`src/rtl/led_pkg.sv`:
```
`default_nettype none
// ============================================================================
//  Module      : led_pkg
//  Description : Shared types and helpers for the LED decoder block:
//                display-mode encoding and a one-hot select decoder.
//  Revision    : 1.0 - initial release
// ============================================================================
package led_pkg;

    // Widest select the onehot() helper supports; callers truncate the result
    localparam int c_MAX_SEL_W = 8;
    localparam int c_MAX_NLED  = 2**c_MAX_SEL_W;

    // Display modes, numerically equal to the mode input encoding
    typedef enum logic [1:0] {
        LED_STATIC = 2'd0,
        LED_BLINK  = 2'd1,
        LED_CHASE  = 2'd2,
        LED_BOUNCE = 2'd3
    } led_mode_t;

    // Decode a select value to a one-hot vector (bit sel set, all others clear)
    function automatic logic [c_MAX_NLED-1:0] onehot(input logic [c_MAX_SEL_W-1:0] sel);
        logic [c_MAX_NLED-1:0] w_oh;
        w_oh      = '0;
        w_oh[sel] = 1'b1;
        return w_oh;
    endfunction

endpackage
`default_nettype wire

```
`src/rtl/led_decode_ctrl_if.sv`:
```
`default_nettype none
// ============================================================================
//  Module      : led_decode_ctrl_if
//  Description : Control/LED bundle between the switch/enable source
//                (master) and the LED decoder (slave).
//  Revision    : 1.0 - initial release
// ============================================================================
interface led_decode_ctrl_if #(
    parameter int SEL_W = 3,
    parameter int DIV_W = 4
);
    localparam int c_NLED = 2**SEL_W;

    logic [2:0]        enable;  // 74x138-style G1/G2A/G2B gate code
    logic [SEL_W-1:0]  switch;  // LED select / chase start position
    logic [1:0]        mode;    // display mode
    logic [DIV_W-1:0]  div;     // step period minus one
    logic [c_NLED-1:0] led;     // registered LED drive
    logic [SEL_W-1:0]  pos;     // registered chase/bounce position

    modport master (
        output enable, switch, mode, div,
        input  led, pos
    );

    modport slave (
        input  enable, switch, mode, div,
        output led, pos
    );

endinterface
`default_nettype wire

```
`src/rtl/led_prescaler.sv`:
```
`default_nettype none
// ============================================================================
//  Module      : led_prescaler
//  Description : Programmable step prescaler. Counts enabled cycles and
//                pulses tick when the count reaches div (period div+1).
//  Revision    : 1.0 - initial release
// ============================================================================
module led_prescaler #(
    parameter int DIV_W = 4
) (
    input  wire             clk,
    input  wire             rst,
    input  wire             en,
    input  wire             clr,
    input  wire [DIV_W-1:0] div,
    output logic            tick
);

    logic [DIV_W-1:0] r_cnt;
    logic             w_hit;

    // Exact-match compare: if div drops below the count, the counter simply
    // wraps through zero before the next hit.
    assign w_hit = (r_cnt == div);
    assign tick  = en && w_hit;

    // Count enabled cycles; restart on hit or on a mode-entry clear, hold when disabled
    always_ff @(posedge clk or posedge rst) begin
        if (rst) begin
            r_cnt <= '0;
        end else if (en) begin
            if (clr || w_hit) begin
                r_cnt <= '0;
            end else begin
                r_cnt <= r_cnt + DIV_W'(1);
            end
        end
    end

endmodule
`default_nettype wire

```
`src/rtl/led_decode_ctrl.sv`:
```
`default_nettype none
// ============================================================================
//  Module      : led_decode_ctrl
//  Description : 2**SEL_W-output LED decoder with 74x138-style enable
//                gating, registered output and static/blink/chase/bounce
//                display modes paced by a programmable prescaler.
//  Revision    : 1.0 - initial release
// ============================================================================
module led_decode_ctrl
    import led_pkg::*;
#(
    parameter int         SEL_W      = 3,
    parameter logic [2:0] EN_CODE    = 3'b100,
    parameter int         DIV_W      = 4,
    parameter bit         ACTIVE_LOW = 1'b1
) (
    input  wire               clk,
    input  wire               rst,
    led_decode_ctrl_if.slave  bus
);

    localparam int               c_NLED     = 2**SEL_W;
    localparam logic [SEL_W-1:0] c_POS_LAST = SEL_W'(c_NLED - 1);
    localparam logic [SEL_W-1:0] c_POS_PREV = SEL_W'(c_NLED - 2);
    localparam logic [SEL_W-1:0] c_POS_ONE  = SEL_W'(1);
    localparam logic [c_NLED-1:0] c_DARK    = {c_NLED{ACTIVE_LOW}};

    // Registered state
    led_mode_t         r_mode_q;
    logic [SEL_W-1:0]  r_pos;
    logic              r_dir_up;
    logic              r_phase;
    logic [c_NLED-1:0] r_led;

    // Next-state and decode terms
    logic              w_en;
    led_mode_t         w_mode;
    logic              w_entry;
    logic              w_tick;
    logic [SEL_W-1:0]  w_pos_nxt;
    logic              w_dir_up_nxt;
    logic              w_phase_nxt;
    logic [c_NLED-1:0] w_pattern;
    logic [c_NLED-1:0] w_sw_onehot;

    assign w_en    = (bus.enable == EN_CODE);
    assign w_mode  = led_mode_t'(bus.mode);
    // A mode change restarts the pattern and wins over any same-cycle tick
    assign w_entry = w_en && (w_mode != r_mode_q);

    assign w_sw_onehot = c_NLED'(onehot(c_MAX_SEL_W'(bus.switch)));

    led_prescaler #(
        .DIV_W (DIV_W)
    ) u_prescaler (
        .clk  (clk),
        .rst  (rst),
        .en   (w_en),
        .clr  (w_entry),
        .div  (bus.div),
        .tick (w_tick)
    );

    // Next pattern state and lit pattern for the current mode
    always_comb begin
        w_pos_nxt    = r_pos;
        w_dir_up_nxt = r_dir_up;
        w_phase_nxt  = r_phase;
        w_pattern    = w_sw_onehot;

        if (w_entry) begin
            w_pos_nxt    = bus.switch;
            w_dir_up_nxt = 1'b1;
            w_phase_nxt  = 1'b1;
        end else begin
            case (r_mode_q)
                LED_STATIC: begin
                    w_pattern = w_sw_onehot;
                end
                LED_BLINK: begin
                    if (w_tick) begin
                        w_phase_nxt = ~r_phase;
                    end
                    if (!w_phase_nxt) begin
                        w_pattern = '0;
                    end
                end
                LED_CHASE: begin
                    if (w_tick) begin
                        // SEL_W-bit arithmetic wraps NLED-1 back to 0
                        w_pos_nxt = r_pos + c_POS_ONE;
                    end
                    w_pattern = c_NLED'(onehot(c_MAX_SEL_W'(w_pos_nxt)));
                end
                LED_BOUNCE: begin
                    if (w_tick) begin
                        if (r_dir_up) begin
                            if (r_pos == c_POS_LAST) begin
                                w_dir_up_nxt = 1'b0;
                                w_pos_nxt    = c_POS_PREV;
                            end else begin
                                w_pos_nxt = r_pos + c_POS_ONE;
                            end
                        end else begin
                            if (r_pos == '0) begin
                                w_dir_up_nxt = 1'b1;
                                w_pos_nxt    = c_POS_ONE;
                            end else begin
                                w_pos_nxt = r_pos - c_POS_ONE;
                            end
                        end
                    end
                    w_pattern = c_NLED'(onehot(c_MAX_SEL_W'(w_pos_nxt)));
                end
                default: begin
                    w_pattern = w_sw_onehot;
                end
            endcase
        end
    end

    // State and LED register: blank and freeze while the gate is closed
    always_ff @(posedge clk or posedge rst) begin
        if (rst) begin
            r_mode_q <= LED_STATIC;
            r_pos    <= '0;
            r_dir_up <= 1'b1;
            r_phase  <= 1'b1;
            r_led    <= c_DARK;
        end else if (!w_en) begin
            r_led <= c_DARK;
        end else begin
            r_mode_q <= w_mode;
            r_pos    <= w_pos_nxt;
            r_dir_up <= w_dir_up_nxt;
            r_phase  <= w_phase_nxt;
            r_led    <= ACTIVE_LOW ? ~w_pattern : w_pattern;
        end
    end

    assign bus.led = r_led;
    assign bus.pos = r_pos;

endmodule
`default_nettype wire

```
`src/flat_wrapper.sv`:
```
// flat-port wrapper written by rule: the top's interface ports become plain ports
module led_decode_ctrl_flat import led_pkg::*;
#(
    parameter int         SEL_W      = 3,
    parameter logic [2:0] EN_CODE    = 3'b100,
    parameter int         DIV_W      = 4,
    parameter bit         ACTIVE_LOW = 1'b1
)
  (clk, rst, bus_enable, bus_switch, bus_mode, bus_div, bus_led, bus_pos);
  led_decode_ctrl_if #(.SEL_W(SEL_W), .DIV_W(DIV_W)) bus_i ();
  input  wire clk;
  input  wire rst;
  input wire logic [$bits(bus_i.enable)-1:0] bus_enable;
  input wire logic [$bits(bus_i.switch)-1:0] bus_switch;
  input wire logic [$bits(bus_i.mode)-1:0] bus_mode;
  input wire logic [$bits(bus_i.div)-1:0] bus_div;
  output wire logic [$bits(bus_i.led)-1:0] bus_led;
  output wire logic [$bits(bus_i.pos)-1:0] bus_pos;
  assign bus_i.enable = bus_enable;
  assign bus_i.switch = bus_switch;
  assign bus_i.mode = bus_mode;
  assign bus_i.div = bus_div;
  assign bus_led = bus_i.led;
  assign bus_pos = bus_i.pos;
  led_decode_ctrl #(.SEL_W(SEL_W), .EN_CODE(EN_CODE), .DIV_W(DIV_W), .ACTIVE_LOW(ACTIVE_LOW)) u_core (.clk(clk), .rst(rst), .bus(bus_i));
endmodule
```
`config.mk`:
```
export PLATFORM = sky130hd
export DESIGN_NAME = led_decode_ctrl_flat
export DESIGN_NICKNAME = d
export VERILOG_FILES = /design/src/rtl/led_pkg.sv /design/src/rtl/led_decode_ctrl_if.sv /design/src/rtl/led_prescaler.sv /design/src/rtl/led_decode_ctrl.sv /design/src/flat_wrapper.sv
export SDC_FILE = /design/constraint.sdc
export NUM_CORES = 1
export LEC_CHECK = 0
export ABC_CLOCK_PERIOD_IN_PS = 3700
export BUFFER_PORTS_ARGS = -buffer_cell sky130_fd_sc_hd__clkbuf_2
export CAP_MARGIN = 20
export CORE_AREA = 2 2 56 69
export CTS_CLUSTER_SIZE = 8
export DETAILED_ROUTE_END_ITERATION = 8
export DIE_AREA = 0 0 58 71
export GPL_ROUTABILITY_DRIVEN = 0
export PLACE_DENSITY = 0.67
export SYNTH_ARGS = -nofsm -noshare
export SYNTH_HDL_FRONTEND = slang
export SYNTH_SLANG_ARGS = --single-unit
```
`constraint.sdc`:
```
create_clock -name clk -period 3.7 [get_ports clk]
set_clock_uncertainty 0.05 [all_clocks]
set_input_delay 0.74 -clock clk [delete_from_list [all_inputs] [get_ports clk]]
set_output_delay 0.74 -clock clk [all_outputs]
set_load 0.05 [all_outputs]
```
; ---- Word level (Yosys, flattened, before mapping)
; Index checks and enable logic that the tools add are counted.
[word_totals]
elab_cells = 72
regBits = 19
ram_bits = 0
memories = 0
latch_bits = 0
mem_bits_ro = 0
[op_classes]
n_mux = 33
n_mul = 0
addsub = 3
n_lt_le_gt_ge = 6
n_bitwise = 2
n_reduce_logical = 15
eq_ne = 7
n_shift = 0
div_mod_pow = 0
[ops]
columns = cell, count
row1 = $pmux 8 s4, 1
row2 = $mux 3, 10
row3 = $lt 3x9->1 const B, 3
row4 = $mux 8, 3
row5 = $mux 1, 14
row6 = $demux 1 s3, 3
row7 = $ge 3x1->1 const B, 3
row8 = $not 8->8, 1
row9 = $eq 3x3->1 const B, 2
row10 = $pmux 3 s2, 1
row11 = $reduce_bool 2->1, 3
row12 = $logic_and 1x1->1, 5
row13 = $add 4x1->4 const B, 1
row14 = $eq 2x2->1 const B, 2
row15 = $eq 4x4->1, 1
row16 = $mux 4, 1
row17 = $reduce_and 2->1, 2
row18 = $add 3x1->3 const B, 1
row19 = $logic_not 3->1, 1
row20 = $reduce_and 3->1, 1
row21 = $reduce_bool 3->1, 1
row22 = $sub 3x1->3 const B, 1
row23 = $eq 2x1->1 const B, 1
row24 = $logic_not 2->1, 1
row25 = other kinds (3), 3

; ---- Longest topological paths before layout
[depth]
depth_word = 14
mapped_depth = 10
mapped_depth_nobuf = 9

; ---- Modules after synthesis
; A second synthesis with hierarchy kept.
[hier_totals]
cells_unflattened = 190
hier_area_um2 = 1606.5
[modules_own_cells]
columns = module, cells_each, n_inst, area_per_inst_um2
row1 = led_decode_ctrl, 160, 1, 1316.3
row2 = led_prescaler, 30, 1, 290.3

; ---- Least setup slack after synthesis
; No wires, ideal clock.
[synth_path]
kind = input to register
from = in bus_div[0]
to = reg u_core.r_led[1], in the netlist u_core.bus.led[1]
slack_ns = 1.079
t_required_ns = 3.564
setup_time_ns = 0.086
arrival_time_ns = 2.485
path_stages = 9
path_cell_list = xnor2_1 nand4_2 nor2_4 inv_2 buf_6 ha_1 or4_1 o32ai_1 a31oi_1
[synth_between]
elab_chain_len = 13
[synth_rtl]
columns = item, line
row1 = start: declaration, flat_wrapper.sv:16  ; input wire logic [$bits(bus_i.div)-1:0] bus_div;
row2 = $eq 4x4->1 *, led_prescaler.sv:24  ; assign w_hit = (r_cnt == div);
row3 = $logic_and 1x1->1 *, led_prescaler.sv:25  ; assign tick = en && w_hit;
row4 = "$mux 3, on equally long branches", "led_decode_ctrl.sv:96, led_decode_ctrl.sv:89"
row5 = $mux 3, led_decode_ctrl.sv:76  ; case (r_mode_q)
row6 = $mux 3, led_decode_ctrl.sv:71  ; if (w_entry) begin
row7 = $lt 3x9->1 (not written as such) / $ge 3x1->1 (equally long branches), led_pkg.sv:26  ; w_oh[sel] = 1'b1;
row8 = $logic_and 1x1->1 (not written as such), led_pkg.sv:26
row9 = $mux 1 (not written as such), led_pkg.sv:26
row10 = $demux 1 s3, --
row11 = $pmux 8 s4 *, led_decode_ctrl.sv:76
row12 = $mux 8 *, led_decode_ctrl.sv:71
row13 = $not 8->8 *, led_decode_ctrl.sv:137  ; r_led <= ACTIVE_LOW ? ~w_pattern : w_pattern;
row14 = $mux 8 *, led_decode_ctrl.sv:130  ; end else if (!w_en) begin
row15 = end signal: assignment, led_decode_ctrl.sv:129  ; r_led <= c_DARK;
row16 = end signal: assignment, led_decode_ctrl.sv:131  ; r_led <= c_DARK;
row17 = end signal: assignment, led_decode_ctrl.sv:137
row18 = end: declaration, led_decode_ctrl.sv:33  ; logic [c_NLED-1:0] r_led;
; Mark *: on every way between the ends. The rest lies on a longest branch, timed or not. The select of a mux whose other input is x is not followed.
; A chain may end at the register's enable or synchronous reset.

; ---- Worst setup path after layout
[layout_path]
from = in bus_enable[1]
to = reg u_core.r_led[3], in the netlist u_core.bus.led[3]
[layout_between]
elab_chain_len = 13
[layout_rtl]
columns = item, line
row1 = start: declaration, flat_wrapper.sv:13  ; input wire logic [$bits(bus_i.enable)-1:0] bus_enable;
row2 = $eq 3x3->1 *, led_decode_ctrl.sv:46  ; assign w_en = (bus.enable == EN_CODE);
row3 = $logic_and 1x1->1, led_prescaler.sv:25
row4 = "$mux 3, on equally long branches", "led_decode_ctrl.sv:96, led_decode_ctrl.sv:89"
row5 = $mux 3, led_decode_ctrl.sv:76
row6 = $mux 3, led_decode_ctrl.sv:71
row7 = $lt 3x9->1 (not written as such) / $ge 3x1->1 (equally long branches), led_pkg.sv:26
row8 = $logic_and 1x1->1 (not written as such), led_pkg.sv:26
row9 = $mux 1 (not written as such), led_pkg.sv:26
row10 = $demux 1 s3, --
row11 = $pmux 8 s4, led_decode_ctrl.sv:76
row12 = $mux 8, led_decode_ctrl.sv:71
row13 = $not 8->8, led_decode_ctrl.sv:137
row14 = $mux 8 *, led_decode_ctrl.sv:130
; Marks and branches as above.

==> impl_metrics.csv <==
group,metric,value,unit
clock_tree,clk_latency,0.26,ns
clock_tree,htreeDepth,1,
cells_and_area,drive_above_1_share,20.38,%
clock_tree,path_clk_slew,0.07,ns
clock_tree,cts_setup_buffers,0,
placement,dpl_cell_area,0.001680,mm²
synth,synth_edf_count,0,
power,leakage,0.7504,nW
clock_tree,cts-resized-gates,0,
sta,fin_crit_sh,71.80,%
routing,detail-route-antenna-nets,0,
routing,drc,0,
clock_tree,hold_buffers,0,
power,p_sw,0.3512,mW
sta,slew_headroom,51.91,%
power,pwr-share-seq,36.0,%
grt,grt_overflow,0,
clock_tree,cts_max_path_buffers,2,
sta,hold_viol,0,
worst_setup_path,crit_slowest_cell,"or4_1",
worst_setup_path,cp_cell_sequence,"clkbuf_2 -> nor2_1 -> nand2_1 -> nor2_4 -> inv_2 -> ha_1 -> or4_1 -> o32ai_1 -> a31oi_1",
synth,ys_warn_count,0,
cells_and_area,fin_cells,250,
floorplanning,io_pins,25,
placement,pre_cts_ws,0.8161,ns
worst_setup_path,crit_start,"bus_enable[1]",
floorplanning,dieHeight,71,µm
floorplanning,initial_utilization,43.97,%
worst_setup_path,end_kind,"flop",
cells_and_area,design_area,0.001725,mm²
sta,setup_viol,0,
grt,grt_pass1_vias,1397,
worst_setup_path,worstSetupEndpoint,"u_core.bus.led[3]$_DFF_PP1_",
worst_setup_path,r2r_setup_slack,1.23,ns
grt,grt_max_degree,20,
cells_and_area,nets,237,
sta,worstMarginPinSlew,0.7205,ns
clock_tree,clock_sinks,19,
power,clock_power_share,18.8,%
synth,async_reset_ff_share,100.0,%
clock_tree,numCtsBuffers,3,
job,cap_violations,0,
grt,grt_usage,20.33,%
clock_tree,tritoncts,"yes",
routing,vias,1471,
placement,dp_cells,246,
synth,ys.flop_type,"dfstp_2",
sta,postLayoutSetupSlackWorst,1.043,ns
sta,rsz0062_at_grt,"false",
worst_setup_path,path_class,"input pin to flop",
sta,fmax,376.4,MHz
outcome,status,"finished clean",
clock_tree,ctsRootBufferMaster,"clkbuf_8",
placement,port_buffers,24,
synth,synth_cells,187,
routing,vias_per_cell,5.884,
grt,antenna_found_initial,0,
floorplanning,fp-row-count,24,
synth,ys_ff_latch,19,
grt,grt_pass1_wl,6568,µm
routing,drt_iter0_drc,59,
synth,synth.avg_cell_area,8.190,µm²
worst_setup_path,reg2reg_to,"u_core.bus.led[3]$_DFF_PP1_",
worst_setup_path,slowest_delay,0.56,ns
placement,hpwl,2897,µm
routing,wl_per_cell,15.74,µm
power,comb_power_share,45.2,%
worst_setup_path,cp_max_fo,14,
floorplanning,fp.dieArea,0.004118,mm²
floorplanning,core_area,0.003483,mm²
sta,setup-tns-final,0,ns
worst_setup_path,crit_arrival,2.79,ns
cells_and_area,num-fill-cells,358,
cells_and_area,area_growth_syn_to_layout,12.66,%
worst_setup_path,r2r-start,"u_core.u_prescaler.r_cnt[2]$_DFFE_PP0N_",
synth,syn_area,0.001531,mm²
cells_and_area,num_antenna_cells,0,
sta,finalCriticalPeriod,2.657,ns
power,powerDensity,450.2,mW/mm²
floorplanning,die_x,58,µm
synth,synth_cell_types,46,
power,netSwitchingFraction,45.21,%
routing,wl,3936,µm
power,vdd_drop_max,301.2,µV
synth,ys_seq_area_share,31.86,%
min_path,hold_class,"input pin to async pin",
worst_setup_path,cp-start-kind,"input pin",
power,internal_power,0.4255,mW
routing,drt_first_pass_iters,4,
sta,drv_slew,0,
worst_setup_path,r2r_cells,8,
synth,syn-num-nets,212,
worst_setup_path,cp.required,3.83,ns
Yosys cell counts (4+ instances only):
| cell type | instances | share of area, % |
|---|---|---|
| dfstp_2 | 10 | 17 |
| o21ai_0 | 9 | 2.9 |
| nor2_1 | 15 | 3.7 |
| dfrtp_1 | 9 | 15 |
| nor4_1 | 5 | 2.0 |
| a21oi_1 | 17 | 5.6 |
| xnor2_1 | 9 | 5.1 |
| nand2_1 | 20 | 4.9 |
| nor2b_1 | 4 | 1.6 |
| inv_1 | 13 | 3.2 |
| nand3_1 | 7 | 2.3 |
| ha_1 | 11 | 9.0 |
| nor3_1 | 8 | 2.6 |
through the flow:
stage | total power [mW] | hold slack (ns) | util (%)
2_1_floorplan | 0.5302 | 0.4931 | -
3_3_place_gp | 0.6273 | 0.5392 | 48.24
3_5_place_dp | 0.6218 | 0.5381 | 48.24
4_1_cts | 0.7721 | 0.5478 | 49.53
5_1_grt | 0.8284 | 0.5944 | 49.53
6_report | 0.7767 | 0.5217 | 49.53
state kept, by name (all words and copies together) (netlist names):
register,cells
u_core.u_prescaler.r_cnt,4
u_core.r_dir_up,1
u_core.r_phase,1
u_core.bus.pos,3
u_core.r_mode_q,2
u_core.bus.led,8
worst min-delay path by stage:
stage                     depth (start not counted)                                    start                                       to
after floorplan                                   1  u_core.u_prescaler.r_cnt[1]$_DFFE_PP0N_  u_core.u_prescaler.r_cnt[1]$_DFFE_PP0N_
after global placement                            2               u_core.r_phase$_DFFE_PP1P_               u_core.r_phase$_DFFE_PP1P_
after detailed placement                          2               u_core.r_phase$_DFFE_PP1P_               u_core.r_phase$_DFFE_PP1P_
after CTS                                         2                                      rst           u_core.r_mode_q[1]$_DFFE_PP0N_
after global routing                              2               u_core.r_phase$_DFFE_PP1P_               u_core.r_phase$_DFFE_PP1P_
final                                             2                                      rst           u_core.r_mode_q[1]$_DFFE_PP0N_
power by group through the flow:
stage | clock network [mW] | registers, mW | logic (mW)
finish | 0.146 | 0.280 | 0.351
floorplan | 0 | 0.302 | 0.228
global route | 0.159 | 0.285 | 0.384
detailed placement | 0 | 0.281 | 0.341
global placement | 0 | 0.282 | 0.346
CTS | 0.149 | 0.278 | 0.346
kinds of logic (layout without fill, tap and decap cells):
kind of cell,after synthesis,after routing,synth area share [%]
simple gates,73,73,24.43
compound gates,51,51,21.16
flops,19,19,31.86
buf+inv,19,43,5.228
fa+ha+maj,11,11,8.987
xor+xnor,11,11,6.291
mux,3,3,2.042
routing by layer:
layer  routed length [µm]  vias up  track usage [%]
li1                     -      728                -
met2                 1900       50            32.70
met5                    0        -                0
met3                  193        9            2.377
met1                 1781      684            27.76
met4                   61        0            7.752
worst max-delay path: cells and delay by family:
kind / cells / cell delay (ns)
buffers and inverters: 2 / 0.25
AND/OR/NAND/NOR: 4 / 1.22
adder cells (fa/ha/maj): 1 / 0.34
AO/OA/AOI/OAI: 2 / 0.23
layout by cell type, fill, tap and decap left out, types with 2 or more instances in the layout:
cell and count:
clkbuf_2 24, nand2_1 20, a21oi_1 17, nor2_1 15, inv_1 13, ha_1 11, dfstp_2 10, xnor2_1 9
o21ai_0 9, dfrtp_1 9, nor3_1 8, nand3_1 7, nor4_1 5, nor2b_1 4, and3_1 3, o21ai_1 3
and4_1 3, o22ai_1 3, a31oi_1 3, clkbuf_8 3, nor3b_1 2, xor2_1 2, mux2i_1 2, a311oi_1 2
o32ai_1 2, o32a_1 2
cell type report:
type                    instances  area [µm²]  share of cell area (%)
well taps                      39       48.80                   2.828
inverters                      14       52.55                   3.046
flip-flops and latches         19       488.0                   28.28
clock buffers                   4       45.04                   2.611
repair buffers                 25       127.6                   7.397
multi-input cells             149       963.4                   55.84
Note: power is estimated with default switching activity, not from simulation.
